--- config.mk ---
export PLATFORM = sky130hd
export DESIGN_NAME = lcd_multi_display
export DESIGN_NICKNAME = d
export VERILOG_FILES = /design/src/rtl/lcd_multi_display.sv
export SDC_FILE = /design/constraint.sdc
export NUM_CORES = 1
export LEC_CHECK = 0
export ABC_CLOCK_PERIOD_IN_PS = 10000
export CORE_MARGIN = 2
export CORE_UTILIZATION = 50
export DETAILED_ROUTE_END_ITERATION = 10
export PLACE_DENSITY_LB_ADDON = 0.3
export SETUP_SLACK_MARGIN = 0.5
export SLEW_MARGIN = 25
export SYNTH_ARGS = -nofsm -noshare
export SYNTH_HDL_FRONTEND = slang
export SYNTH_SLANG_ARGS = --single-unit
--- constraint.sdc ---
create_clock -name clock_50 -period 10 [get_ports clock_50]
set_input_delay 2 -clock clock_50 [delete_from_list [all_inputs] [get_ports clock_50]]
set_output_delay 2 -clock clock_50 [all_outputs]
set_load 0.1 [all_outputs]
--- src/rtl/lcd_multi_display.sv ---
// HD44780 16x2 character-LCD driver: shows up to four channel values in decimal or hex.
// Owns power-up wait, controller init, sequential binary-to-BCD conversion and periodic refresh.
module lcd_multi_display #(
  parameter int NUM_CH         = 3,
  parameter int VAL_WIDTH      = 8,
  parameter int DIGITS         = 3,
  parameter int POWERUP_CYCLES = 750000,
  parameter int EN_CYCLES      = 25,
  parameter int CMD_WAIT       = 2000,
  parameter int CLEAR_WAIT     = 100000,
  parameter int REFRESH_CYCLES = 2500000
) (
  input  logic                        clock_50,
  input  logic                        reset_n,
  input  logic [NUM_CH*VAL_WIDTH-1:0] values,
  input  logic [NUM_CH-1:0]           hex_mode,
  output logic                        busy,
  output logic                        frame_done,
  output logic                        LCD_ON,
  output logic                        LCD_BLON,
  output logic                        LCD_RW,
  output logic                        LCD_EN,
  output logic                        LCD_RS,
  output logic [7:0]                  LCD_DATA
);

  typedef enum logic [2:0] {S_PWR, S_INIT, S_SNAP, S_CONV, S_FRAME, S_IDLE} state_t;
  typedef enum logic [1:0] {PH_SETUP, PH_EN, PH_WAIT} phase_t;

  localparam int BCD_W = 4 * DIGITS;
  localparam int CH_W  = (NUM_CH > 1) ? $clog2(NUM_CH) : 1;
  localparam int BIT_W = (VAL_WIDTH > 1) ? $clog2(VAL_WIDTH) : 1;

  state_t              r_state, w_state_next;
  phase_t              r_ph, w_ph_next;
  logic [31:0]         r_cnt, w_cnt_next, w_wait;
  logic [5:0]          r_idx, w_idx_next;
  logic [CH_W-1:0]     r_ch, w_ch_next;
  logic [BIT_W-1:0]    r_bit, w_bit_next;
  logic                r_en, w_en_next, r_rs, w_rs_next;
  logic [7:0]          r_data, w_data_next, w_char;
  logic                w_load, w_frame_done, w_last, w_ch_hex, w_in_bit, w_conv_done;

  logic [NUM_CH*VAL_WIDTH-1:0] r_snap_val;
  logic [NUM_CH-1:0]           r_snap_hex;
  logic [VAL_WIDTH-1:0]        w_cur_val;
  logic [BCD_W-1:0]            r_bcd, w_adj, w_bcd_step, w_hex;
  logic [BCD_W-1:0]            r_dig [NUM_CH];

  function automatic logic [7:0] glyph(input logic [3:0] d);
    return (d < 4'd10) ? 8'h30 + {4'h0, d} : 8'h37 + {4'h0, d};
  endfunction

  assign w_cur_val = VAL_WIDTH'(r_snap_val >> (int'(r_ch) * VAL_WIDTH));
  assign w_ch_hex  = 1'(r_snap_hex >> r_ch);
  assign w_in_bit  = 1'(w_cur_val >> (VAL_WIDTH - 1 - int'(r_bit)));

  // Double dabble step on a DIGITS-wide BCD register; carries out of the top digit
  // are dropped, which leaves the value modulo 10^DIGITS.
  generate
    for (genvar gi = 0; gi < DIGITS; gi++) begin : g_adj
      assign w_adj[gi*4 +: 4] = (r_bcd[gi*4 +: 4] >= 4'd5) ? r_bcd[gi*4 +: 4] + 4'd3
                                                           : r_bcd[gi*4 +: 4];
    end
    for (genvar gi = 0; gi < BCD_W; gi++) begin : g_hex
      if (gi < VAL_WIDTH) begin : g_bit
        assign w_hex[gi] = w_cur_val[gi];
      end else begin : g_zero
        assign w_hex[gi] = 1'b0;
      end
    end
  endgenerate
  assign w_bcd_step = BCD_W'({w_adj, w_in_bit});

  assign w_last      = (r_state == S_INIT) ? (r_idx == 6'd3) : (r_idx == 6'd33);
  assign w_wait      = (r_state == S_INIT && r_idx == 6'd3) ? 32'(CLEAR_WAIT) : 32'(CMD_WAIT);
  assign w_conv_done = w_ch_hex || (r_bit == BIT_W'(VAL_WIDTH - 1));

  always_comb begin
    w_state_next = r_state;
    w_ph_next    = r_ph;
    w_cnt_next   = r_cnt + 32'd1;
    w_idx_next   = r_idx;
    w_ch_next    = r_ch;
    w_bit_next   = r_bit;
    w_en_next    = r_en;
    w_load       = 1'b0;
    w_frame_done = 1'b0;
    case (r_state)
      S_PWR: begin
        if (r_cnt == 32'(POWERUP_CYCLES - 1)) begin
          w_state_next = S_INIT;
          w_ph_next    = PH_SETUP;
          w_cnt_next   = '0;
          w_idx_next   = '0;
          w_load       = 1'b1;
        end
      end
      S_INIT, S_FRAME: begin
        case (r_ph)
          PH_SETUP: begin
            w_ph_next  = PH_EN;
            w_cnt_next = '0;
            w_en_next  = 1'b1;
          end
          PH_EN: begin
            if (r_cnt == 32'(EN_CYCLES - 1)) begin
              w_ph_next  = PH_WAIT;
              w_cnt_next = '0;
              w_en_next  = 1'b0;
            end
          end
          PH_WAIT: begin
            if (r_cnt == w_wait - 32'd1) begin
              w_cnt_next = '0;
              if (!w_last) begin
                w_idx_next = r_idx + 6'd1;
                w_ph_next  = PH_SETUP;
                w_load     = 1'b1;
              end else if (r_state == S_INIT) begin
                w_state_next = S_SNAP;
              end else begin
                w_state_next = S_IDLE;
                w_frame_done = 1'b1;
              end
            end
          end
          default: w_ph_next = PH_SETUP;
        endcase
      end
      S_SNAP: begin
        w_state_next = S_CONV;
        w_ch_next    = '0;
        w_bit_next   = '0;
        w_cnt_next   = '0;
      end
      S_CONV: begin
        if (w_conv_done) begin
          w_bit_next = '0;
          if (r_ch == CH_W'(NUM_CH - 1)) begin
            w_state_next = S_FRAME;
            w_ph_next    = PH_SETUP;
            w_idx_next   = '0;
            w_cnt_next   = '0;
            w_load       = 1'b1;
          end else begin
            w_ch_next = r_ch + CH_W'(1);
          end
        end else begin
          w_bit_next = r_bit + BIT_W'(1);
        end
      end
      S_IDLE: begin
        if (r_cnt == 32'(REFRESH_CYCLES - 1)) begin
          w_state_next = S_SNAP;
          w_cnt_next   = '0;
        end
      end
      default: w_state_next = S_PWR;
    endcase
  end

  // Frame write index: 0 = line-1 address, 1..16 = line 1, 17 = line-2 address, 18..33 = line 2.
  always_comb begin
    int line_i;
    int col;
    int start;
    w_char = 8'h20;
    line_i = (w_idx_next >= 6'd17) ? 1 : 0;
    col    = (line_i == 1) ? int'(w_idx_next) - 18 : int'(w_idx_next) - 1;
    for (int k = 0; k < NUM_CH; k++) begin
      start = (k % 2) * 8;
      if ((k / 2) == line_i && col >= start && col < start + DIGITS && col < 16) begin
        w_char = glyph(4'(r_dig[k] >> (4 * (DIGITS - 1 - (col - start)))));
      end
    end
  end

  always_comb begin
    w_rs_next   = r_rs;
    w_data_next = r_data;
    if (w_load) begin
      if (w_state_next == S_INIT) begin
        w_rs_next = 1'b0;
        case (w_idx_next[1:0])
          2'd0:    w_data_next = 8'h38;
          2'd1:    w_data_next = 8'h0C;
          2'd2:    w_data_next = 8'h06;
          default: w_data_next = 8'h01;
        endcase
      end else if (w_idx_next == 6'd0) begin
        w_rs_next   = 1'b0;
        w_data_next = 8'h80;
      end else if (w_idx_next == 6'd17) begin
        w_rs_next   = 1'b0;
        w_data_next = 8'hC0;
      end else begin
        w_rs_next   = 1'b1;
        w_data_next = w_char;
      end
    end
  end

  always_ff @(posedge clock_50 or negedge reset_n) begin
    if (!reset_n) begin
      r_state <= S_PWR;
      r_ph    <= PH_SETUP;
      r_cnt   <= '0;
      r_idx   <= '0;
      r_ch    <= '0;
      r_bit   <= '0;
      r_en    <= 1'b0;
      r_rs    <= 1'b0;
      r_data  <= 8'h00;
    end else begin
      r_state <= w_state_next;
      r_ph    <= w_ph_next;
      r_cnt   <= w_cnt_next;
      r_idx   <= w_idx_next;
      r_ch    <= w_ch_next;
      r_bit   <= w_bit_next;
      r_en    <= w_en_next;
      r_rs    <= w_rs_next;
      r_data  <= w_data_next;
    end
  end

  always_ff @(posedge clock_50 or negedge reset_n) begin
    if (!reset_n) begin
      r_snap_val <= '0;
      r_snap_hex <= '0;
      r_bcd      <= '0;
      for (int k = 0; k < NUM_CH; k++) r_dig[k] <= '0;
    end else if (r_state == S_SNAP) begin
      r_snap_val <= values;
      r_snap_hex <= hex_mode;
      r_bcd      <= '0;
    end else if (r_state == S_CONV) begin
      if (w_ch_hex) begin
        r_dig[r_ch] <= w_hex;
        r_bcd       <= '0;
      end else if (w_conv_done) begin
        r_dig[r_ch] <= w_bcd_step;
        r_bcd       <= '0;
      end else begin
        r_bcd <= w_bcd_step;
      end
    end
  end

  assign busy       = (r_state != S_IDLE);
  assign frame_done = w_frame_done;
  assign LCD_ON     = 1'b1;
  assign LCD_BLON   = 1'b1;
  assign LCD_RW     = 1'b0;
  assign LCD_EN     = r_en;
  assign LCD_RS     = r_rs;
  assign LCD_DATA   = r_data;

endmodule
* Word-level counts from Yosys, hierarchy flattened
Cells that the tools add are included.
Storage, ports and cells: output and inout port bits 15, memory bits (read-only) 0, logic and storage cells 194, memory bits (writable) 0, bits in latches 0, memories kept 0, input bits 29, register bits after elaboration 133
Operators by class: shifts and indexed selects 6, equality and inequality tests 30, multiplexer cells 81, add/subtract/negate cells 20, $lt $le $gt $ge 14, div/mod/pow operators 0, bitwise gates (word level) 2, reduce and logical (&&, ||, !) cells 26, $mul 0
Operator list (count):
- $mux W32 | 7
- $pmux W32 S5 | 1
- $pmux W32 S3 | 1
- $shr A12 B32 Y4 | 3
- $bwmux W36 | 2
- $mux W36 | 2
- $mux W12 | 5
- $sub A3 B30 Y30 const A | 2
- $add A6 B4 Y7 const A | 6
- $mux W8 | 5
- $mux W6 | 6
- $pmux W6 S3 | 2
- $add A32 B1 Y32 const B | 1
- $eq A32 B20 Y1 const B | 1
- $eq A32 B22 Y1 const B | 1
- $eq A32 B32 Y1 | 1
- $eq A32 B5 Y1 const B | 1
- $ge A32 B1 Y1 const B | 1
- $ge A32 B5 Y1 const B | 1
- $logic_not A32 Y1 | 1
- $lt A32 B3 Y1 const B | 1
- $lt A32 B5 Y1 const B | 1
- $lt A32 B6 Y1 const B | 1
- $shr A8 B32 Y1 | 1
- other kinds (54) | 125

* Logic depth before layout (Yosys ltp)
Gate-level depths: netlist (run 1).
word-level depth 22, gate-level depth with buffers 32, depth with buffers taken out 30

* Least setup slack after synthesis (run 1)
Ideal clock, no wire load.
kind reg2reg, start point register r_cnt[28], end point register r_data[1] (netlist: LCD_DATA[1]), data required time 9.871 ns, buffers on the path 1, setup time 0.129 ns, clock period less this slack 7.112 ns, setup slack 2.888 ns, cell stages (with the launch flop) 30, arrival 6.982 ns, cells stage by stage dfrtp_1 -> or4_4 -> or4_4 -> a2111oi_2 -> nor2_1 -> nor2_1 -> o21ai_2 -> inv_2 -> ha_1 -> clkbuf_1 -> nor2b_1 -> nand3_1 -> a21o_4 -> mux2_2 -> ha_1 -> a2111o_1 -> nand2_1 -> nand2_1 -> ha_1 -> nor4b_1 -> nand2_1 -> nor3_1 -> or3b_2 -> a31oi_1 -> nand2b_1 -> ha_1 -> inv_1 -> o2111a_1 -> a311oi_1 -> a21oi_1
On the way: longest elaborated chain between the ends 18, elaborated cells between the ends (all ways) 69, classes of those cells add/sub: 11; order compare: 9; eq/ne: 9; shift: 3; mux: 25; reduce/logical: 12
RTL lines:
- start: declaration | RTL line 36 | logic [31:0] r_cnt, w_cnt_next, w_wait;
- start signal: assignment | RTL line 218 | r_cnt <= w_cnt_next;
- $eq A32 B32 Y1 | RTL line 114 | if (r_cnt == w_wait - 32'd1) begin
- $mux W6 | RTL line 114
- $mux W6 | RTL line 100 | case (r_ph)
- $pmux W6 S3 (*) | RTL line 89 | case (r_state)
- net w_idx_next[1] | RTL line 37 | logic [5:0] r_idx, w_idx_next;
- $ge A6 B5 Y1 | RTL line 169 | line_i = (w_idx_next >= 6'd17) ? 1 : 0;
- $mux W1 | RTL line 169
- $eq A1 B1 Y1 | RTL line 170, 173
- (+2 left out)
- $sub A3 B30 Y30, or another cell as far along | RTL line 174 | w_char = glyph(4'(r_dig[k] >> (4 * (DIGITS - 1 - (col - start)))));
- $shr A12 B32 Y4, or another cell as far along | RTL line 174
- $add A6 B4 Y7, or another cell as far along | RTL line 51 | return (d < 4'd10) ? 8'h30 + {4'h0, d} : 8'h37 + {4'h0, d};
- $mux W7 (on tied branches) | RTL line 51, 173
- $mux W8 (2 in series) | RTL line 173 | if ((k / 2) == line_i && col >= start && col < start + DIGITS && col < 16) begin
- $mux W8 | RTL line 194 | end else if (w_idx_next == 6'd17) begin
- $mux W8 | RTL line 191 | end else if (w_idx_next == 6'd0) begin
- $mux W8 (*) | RTL line 183 | if (w_state_next == S_INIT) begin
- end signal: assignment | RTL line 224 | r_data <= w_data_next;
- end: declaration | RTL line 41 | logic [7:0] r_data, w_data_next, w_char;
The timed path passes the listed nets; every way through them passes the cells marked *. A chain may end at the register's enable or synchronous reset.

* Final worst setup path (run 1)
start point register r_cnt[29], end point register r_data[1] (netlist: LCD_DATA[1])
The elaborated chain is that of the path after synthesis.

==> results of run 1 <==
## worst paths after layout
path / to / cells after the start / startpoint
worst max register to register: LCD_DATA[1]$_DFFE_PN0P_ / 29 / r_cnt[29]$_DFF_PN0_
max in group asynchronous: r_idx[2]$_DFF_PN0_ / 2 / reset_n
worst max-delay path: LCD_DATA[1]$_DFFE_PN0P_ / 29 / r_cnt[29]$_DFF_PN0_
min in group asynchronous: r_snap_val[4]$_DFFE_PN0N_ / 1 / reset_n
worst min-delay path: r_dig[5]$_DFFE_PN0P_ / 2 / r_dig[5]$_DFFE_PN0P_
worst min register to register: r_dig[5]$_DFFE_PN0P_ / 2 / r_dig[5]$_DFFE_PN0P_
## cells by family (layout without fill, tap and decap cells)
logic type | after synthesis | count (layout) | synth area share
AND/OR/NAND/NOR | 379 | 379 | 0.2266
AO/OA/AOI/OAI | 186 | 186 | 0.1458
flip-flops | 133 | 133 | 0.3772
multiplexers | 89 | 89 | 0.1164
buffers and inverters | 75 | 111 | 0.03630
adder cells (fa/ha/maj) | 41 | 41 | 0.05814
XOR/XNOR | 39 | 39 | 0.03871
other | 2 | 3 | 0.0008511
## registers in the layout, indices dropped and copies added (netlist names)
register    count
r_snap_val     24
r_snap_hex      3
LCD_DATA        8
LCD_EN          1
r_state         3
r_cnt          32
r_idx           6
r_ph            2
r_dig          36
LCD_RS          1
r_ch            2
r_bcd          12
r_bit           3
## layer usage
metal | vias up | track usage | part of all wire
met5 | - | 0 | 0
met4 | 0 | 0.05727 | 0.011
met3 | 16 | 0.04296 | 0.037
met2 | 162 | 0.3803 | 0.49
met1 | 3450 | 0.3182 | 0.46
li1 | 3452 | - | -
## cell type report
type                            count  area, sq um
Clock inverter                     14        160.2
Fill cell                        1521         7330
Multi-Input combinational cell    737         5185
Sequential cell                   133         3328
Inverter                           34        130.1
Tap cell                          225        281.5
Timing Repair Buffer               45        442.9
Clock buffer                       18        439.2
## critical path: cells and delay by family (launching register included)
| family | cells | cell delay (ns) |
|---|---|---|
| and+or+nand+nor | 13 | 3.52 |
| AOI/OAI and AO/OA | 8 | 2.17 |
| adders and majority gates | 4 | 1.07 |
| DFF | 1 | 0.42 |
| buffers and inverters | 3 | 0.37 |
| muxes | 1 | 0.30 |
## power groups by stage
| stage | Combinational [mW] | Clock, mW | Sequential, mW |
|---|---|---|---|
| after floorplan | 0.00588 | 0 | 0.548 |
| after global placement | 0.0273 | 0 | 0.548 |
| after detailed placement | 0.0274 | 0 | 0.548 |
| after CTS | 0.0275 | 0.641 | 0.538 |
| after global routing | 0.0298 | 0.664 | 0.538 |
| final | 0.0267 | 0.632 | 0.538 |
## placed cells by master, fill, tap and decap left out, types with 5 or more instances in the layout
cell             instances
nor2b_1                  8
nand3_1                 29
a31oi_1                 13
xor2_1                  25
nor3b_1                  5
a21oi_1                 30
o21ai_0                 55
clkbuf_16               17
inv_1                   30
nor2_1                  82
a22o_1                   5
nor4_1                  15
mux2i_1                 18
a211oi_1                 8
mux2_2                  66
a22oi_1                  9
and3_1                  15
nand2_1                118
ha_1                    41
nand4_1                 15
nor3_1                  15
nand4b_1                 6
o22ai_1                  7
nand2b_1                17
clkdlybuf4s50_1         39
dfrtp_1                133
or2_2                    6
xnor2_1                 14
o21a_1                   6
==> impl_metrics.py, run 1 <==
metrics = {
    "drt": {
        "avgRoutedWirePerCell_um": 16.87,
        "first_pass_iters": 7,
        "vias_per_cell": 5.871,
        "drc": 0,
        "postRouteAntennaNets": 0,
        "wl_mm": 20.35,
        "drt_iter0_markers": 435,
        "vias": 7080,
    },
    "worst_setup_path": {
        "critPathMaxFanout": 12,
        "worstPathRequired_ns": 10.30,
        "cpMaxStageDelayCell": "or4_4",
        "slowest_delay_ns": 0.61,
        "r2r_slack_ns": 2.02,
        "path_common_cell": "ha_1",
        "crit_type": "register to register",
        "cp-start-kind": "register",
        "arrival_ns": 8.28,
        "cp-end-kind": "register",
    },
    "clock_tree": {
        "clock_latency_ns": 0.42,
        "cts.path.max_buffers": 2,
        "ctsRootBufferMaster": "clkbuf_16",
        "h-tree-depth": 4,
        "numClockSinks": 133,
        "postCtsSetupBuffers": 0,
        "cts_buffers": 17,
        "cts_resized": 0,
        "clkTransAtPathRegs_ns": 0.07,
        "cts_tree": "done",
        "cts_hold_buf": 0,
    },
    "pwr": {
        "power_switching_mw": 0.2870,
        "p_per_area_mw_per_mm2": 120.1,
        "power.total_mw": 1.197,
        "power.internal_mw": 0.9098,
        "clkPwrFrac": 0.528,
        "p_leak_nw": 4.481,
        "p_seq_frac": 0.450,
        "sw_frac_of_total": 0.2398,
        "ir_worst_vdd_mv": 0.1314,
        "pwr-share-comb": 0.022,
    },
    "outcome": {
        "status": "completed",
    },
    "place": {
        "post-place-cells": 1174,
        "gp_congestion": 0.8759,
        "detailed_place_hpwl_mm": 14.47,
        "portBuffers": 40,
        "pre_cts_slack_ns": 2.079,
        "place_area_sq_mm": 0.009361,
    },
    "yosys": {
        "yosysTopAreaCellShare": 0.3772,
        "synthTopCellsByArea": "dfrtp_1 (38%), mux2_2 (8.4%), ha_1 (5.8%)",
        "synth_cells": 944,
        "ys_seq_area_frac": 0.3772,
        "synth.most_common_cell": "dfrtp_1",
        "async_flop_share": 1.000,
        "synth_area_leader_cell": "dfrtp_1",
        "yosys-top-cells-count": "dfrtp_1 (133), nand2_1 (118), nor2_1 (84)",
        "ys_warn_count": 0,
        "synth_flop_cell": "dfrtp_1",
        "synth_edf_count": 0,
        "syn_area_sq_mm": 0.008823,
        "synth.distinct_cells": 95,
        "avgSynthCellArea_sq_um": 9.347,
        "synth-seq-cells": 133,
    },
    "min_path": {
        "min_path_type": "register to register",
    },
    "final_layout": {
        "nets": 1038,
        "stdcell_count": 1206,
        "antenna_cells": 0,
        "area_growth_pct": 12.96,
        "finish.utilization": 0.5762,
        "drive_gt1_frac": 0.1611,
        "postLayoutCellArea_sq_mm": 0.009967,
    },
    "sta": {
        "fin_skew_ns": 0.008429,
        "relSlewSlack": 0.3452,
        "timing.hold.ws_ns": 0.4859,
        "worst_slack_ns": 2.018,
        "fin_crit_sh": 0.7982,
        "min_period_ns": 7.982,
        "slew_viol_final": 0,
        "finalHoldViolCount": 0,
        "tns_ns": 0,
        "tightest_slew_ns": 0.9791,
        "fmax_mhz": 125.3,
        "rsz0062_at_grt": "false",
        "finalSetupViolCount": 0,
    },
    "grt": {
        "grt_pass1_vias": 6979,
        "antenna_found_initial": 0,
        "grt_pass1_wl_mm": 34.80,
        "grt_max_degree": 76,
        "overflow": 0,
        "grt_use_total": 0.2318,
    },
    "die": {
        "io_pins": 44,
        "start_util": 0.5101,
        "rows": 48,
        "design.die.area_sq_mm": 0.01873,
        "chipHeight_um": 136.8,
        "dieWidth_um": 136.8,
        "core_sq_mm": 0.01730,
    },
    "run": {
        "cap_violations": 0,
    },
}
No activity file was read; power rests on OpenSTA's default activity.
==> run 2, diff against run 1 <==
- ABC_CLOCK_PERIOD_IN_PS: 10000 -> 7250
- clock period: 10 -> 7.25 ns (I/O delays scaled with it)
==> impl_metrics.py, run 2 (synthesis results as in run 1) <==
metrics = {
    "sta": {
        "fin_skew_ns": 0.008330,
        "min_period_ns": 6.566,
        "fin_crit_sh": 0.9057,
        "relSlewSlack": 0.3431,
        "finalSetupViolCount": 0,
        "fmax_mhz": 152.3,
        "rsz0062_at_grt": "false",
        "slew_viol_final": 0,
        "tns_ns": 0,
        "finalHoldViolCount": 0,
        "tightest_slew_ns": 0.9823,
    },
    "worst_setup_path": {
        "r2r_cells": 26,
        "path_common_cell": "ha_1",
        "cp_top_family": "simple AND/OR/NAND/NOR gates",
        "cp-end-kind": "register",
        "cpMaxStageDelayCell": "or4b_4",
        "crit_buf_inv": 2,
        "arrival_ns": 6.88,
        "critPathMaxFanout": 8,
        "worstPathRequired_ns": 7.56,
        "crit_type": "register to register",
        "startpoint": "r_cnt[22]$_DFF_PN0_",
        "cp-start-kind": "register",
        "r2r_start": "r_cnt[22]$_DFF_PN0_",
        "reg2reg_to": "LCD_DATA[2]$_DFFE_PN0P_",
        "slowest_delay_ns": 0.58,
        "r2r_slack_ns": 0.68,
    },
    "die": {
        "core_sq_mm": 0.01730,
        "design.die.area_sq_mm": 0.01873,
        "io_pins": 44,
        "chipHeight_um": 136.8,
        "dieWidth_um": 136.8,
        "rows": 48,
        "start_util": 0.5101,
    },
    "grt": {
        "grt_max_degree": 70,
        "antenna_found_initial": 0,
        "grt_pass1_vias": 6769,
        "overflow": 0,
        "grt_pass1_wl_mm": 34.34,
        "grt_use_total": 0.2314,
    },
    "final_layout": {
        "final_common_cell": "dfrtp_1",
        "finish.utilization": 0.5979,
        "seqCellArea_sq_mm": 0.003328,
        "n_fill_cell": 1449,
        "drive_gt1_frac": 0.2048,
        "top_regs": "r_dig x36, r_cnt x32, r_snap_val x24",
        "area_growth_pct": 17.20,
        "nets": 1063,
        "final_cell_mix": "dfrtp_1 (133), nand2_1 (116), nor2_1 (80)",
        "antenna_cells": 0,
        "largest_reg_flops": 36,
        "multi_input_area_sq_mm": 0.005379,
        "top_register": "r_dig",
    },
    "run": {
        "cap_violations": 0,
    },
    "min_path": {
        "hold_end": "r_dig[6]$_DFFE_PN0P_",
        "min_path_type": "register to register",
        "worstHoldStart": "r_dig[6]$_DFFE_PN0P_",
        "hold_depth": 2,
    },
    "pwr": {
        "pwr-share-comb": 0.022,
        "power.internal_mw": 1.257,
        "power_switching_mw": 0.3965,
        "sw_frac_of_total": 0.2398,
        "ir_worst_vdd_mv": 0.1858,
        "p_seq_frac": 0.449,
        "clkPwrFrac": 0.529,
        "p_per_area_mw_per_mm2": 159.9,
        "p_leak_nw": 4.666,
    },
    "drt": {
        "first_pass_iters": 5,
        "drt_iter0_markers": 569,
        "vias_per_cell": 5.869,
        "avgRoutedWirePerCell_um": 17.06,
        "postRouteAntennaNets": 0,
        "drc": 0,
        "vias": 7225,
        "wl_mm": 21.00,
    },
    "place": {
        "detailed_place_hpwl_mm": 14.56,
        "portBuffers": 40,
        "gp_congestion": 0.8726,
    },
    "clock_tree": {
        "clock_latency_ns": 0.44,
        "cts_buffers": 17,
        "cts.path.max_buffers": 2,
        "clkTransAtPathRegs_ns": 0.07,
        "cts_hold_buf": 0,
        "numClockSinks": 133,
        "h-tree-depth": 4,
        "cts_tree": "done",
        "ctsRootBufferMaster": "clkbuf_16",
    },
    "outcome": {
        "status": "completed",
    },
}
## run 2: per-stage QoR
stage                     std cells  power [mW]  cell area (sq um)  worst slack (ns)  hold slack [ns]
after global routing           1231       1.694              10340            0.4121           0.5057
after CTS                      1223       1.664              10170            0.4660           0.4862
after floorplan                 945      0.7642               8871            0.5050           0.4509
final                          1231       1.653              10340            0.6839           0.4835
after detailed placement       1184      0.7939               9479            0.1923           0.4720
after global placement         1184      0.7937               9478            0.3318           0.4623
## run 2: worst max path at each step
stage | slack, ns | depth (start not counted) | endpoint
after floorplan | 0.50 | 29 | LCD_DATA[1]$_DFFE_PN0P_
after global placement | 0.33 | 27 | LCD_DATA[1]$_DFFE_PN0P_
after detailed placement | 0.19 | 27 | LCD_DATA[1]$_DFFE_PN0P_
after CTS | 0.47 | 27 | LCD_DATA[1]$_DFFE_PN0P_
after global routing | 0.41 | 28 | LCD_DATA[2]$_DFFE_PN0P_
final | 0.68 | 26 | LCD_DATA[2]$_DFFE_PN0P_
## run 2: cell type report
class / instances / area share
Inverter: 34 / 0.01307
Tap cell: 225 / 0.02722
Clock buffer: 19 / 0.04380
Clock inverter: 13 / 0.01331
Sequential cell: 133 / 0.3218
Multi-Input combinational cell: 737 / 0.5201
Timing Repair Buffer: 70 / 0.06062
## run 2: what timing repair did
action                                 4_1_cts  5_1_grt
resized for setup                           10       21
setup endpoints to repair                    4        5
endpoints found under the hold margin        0        0
setup buffers                                7        8
pin swaps                                    4       12
## run 2: metal layers
layer	global-route usage	vias to the layer above	wire, um
met5	0	-	0
met4	0.08247	0	484
met3	0.04074	41	858
met2	0.3656	180	9969
met1	0.3205	3515	9686
li1	-	3489	-
## run 2: worst reg2reg max path, delay by kind of cell, from the launching register on
family                   cells  cell delay (ns)
AO/OA/AOI/OAI                8             1.67
flip-flops                   1             0.41
AND/OR/NAND/NOR             11             3.03
multiplexers                 1             0.28
adder cells (fa/ha/maj)      4             0.78
buffers and inverters        2             0.26
## run 2: power groups by stage
stage	registers (mW)	clock network [mW]	logic, mW
3_3_place_gp	0.756	0	0.0378
5_1_grt	0.742	0.911	0.0407
4_1_cts	0.742	0.884	0.0380
2_1_floorplan	0.756	0	0.00810
6_report	0.742	0.875	0.0364
3_5_place_dp	0.756	0	0.0380
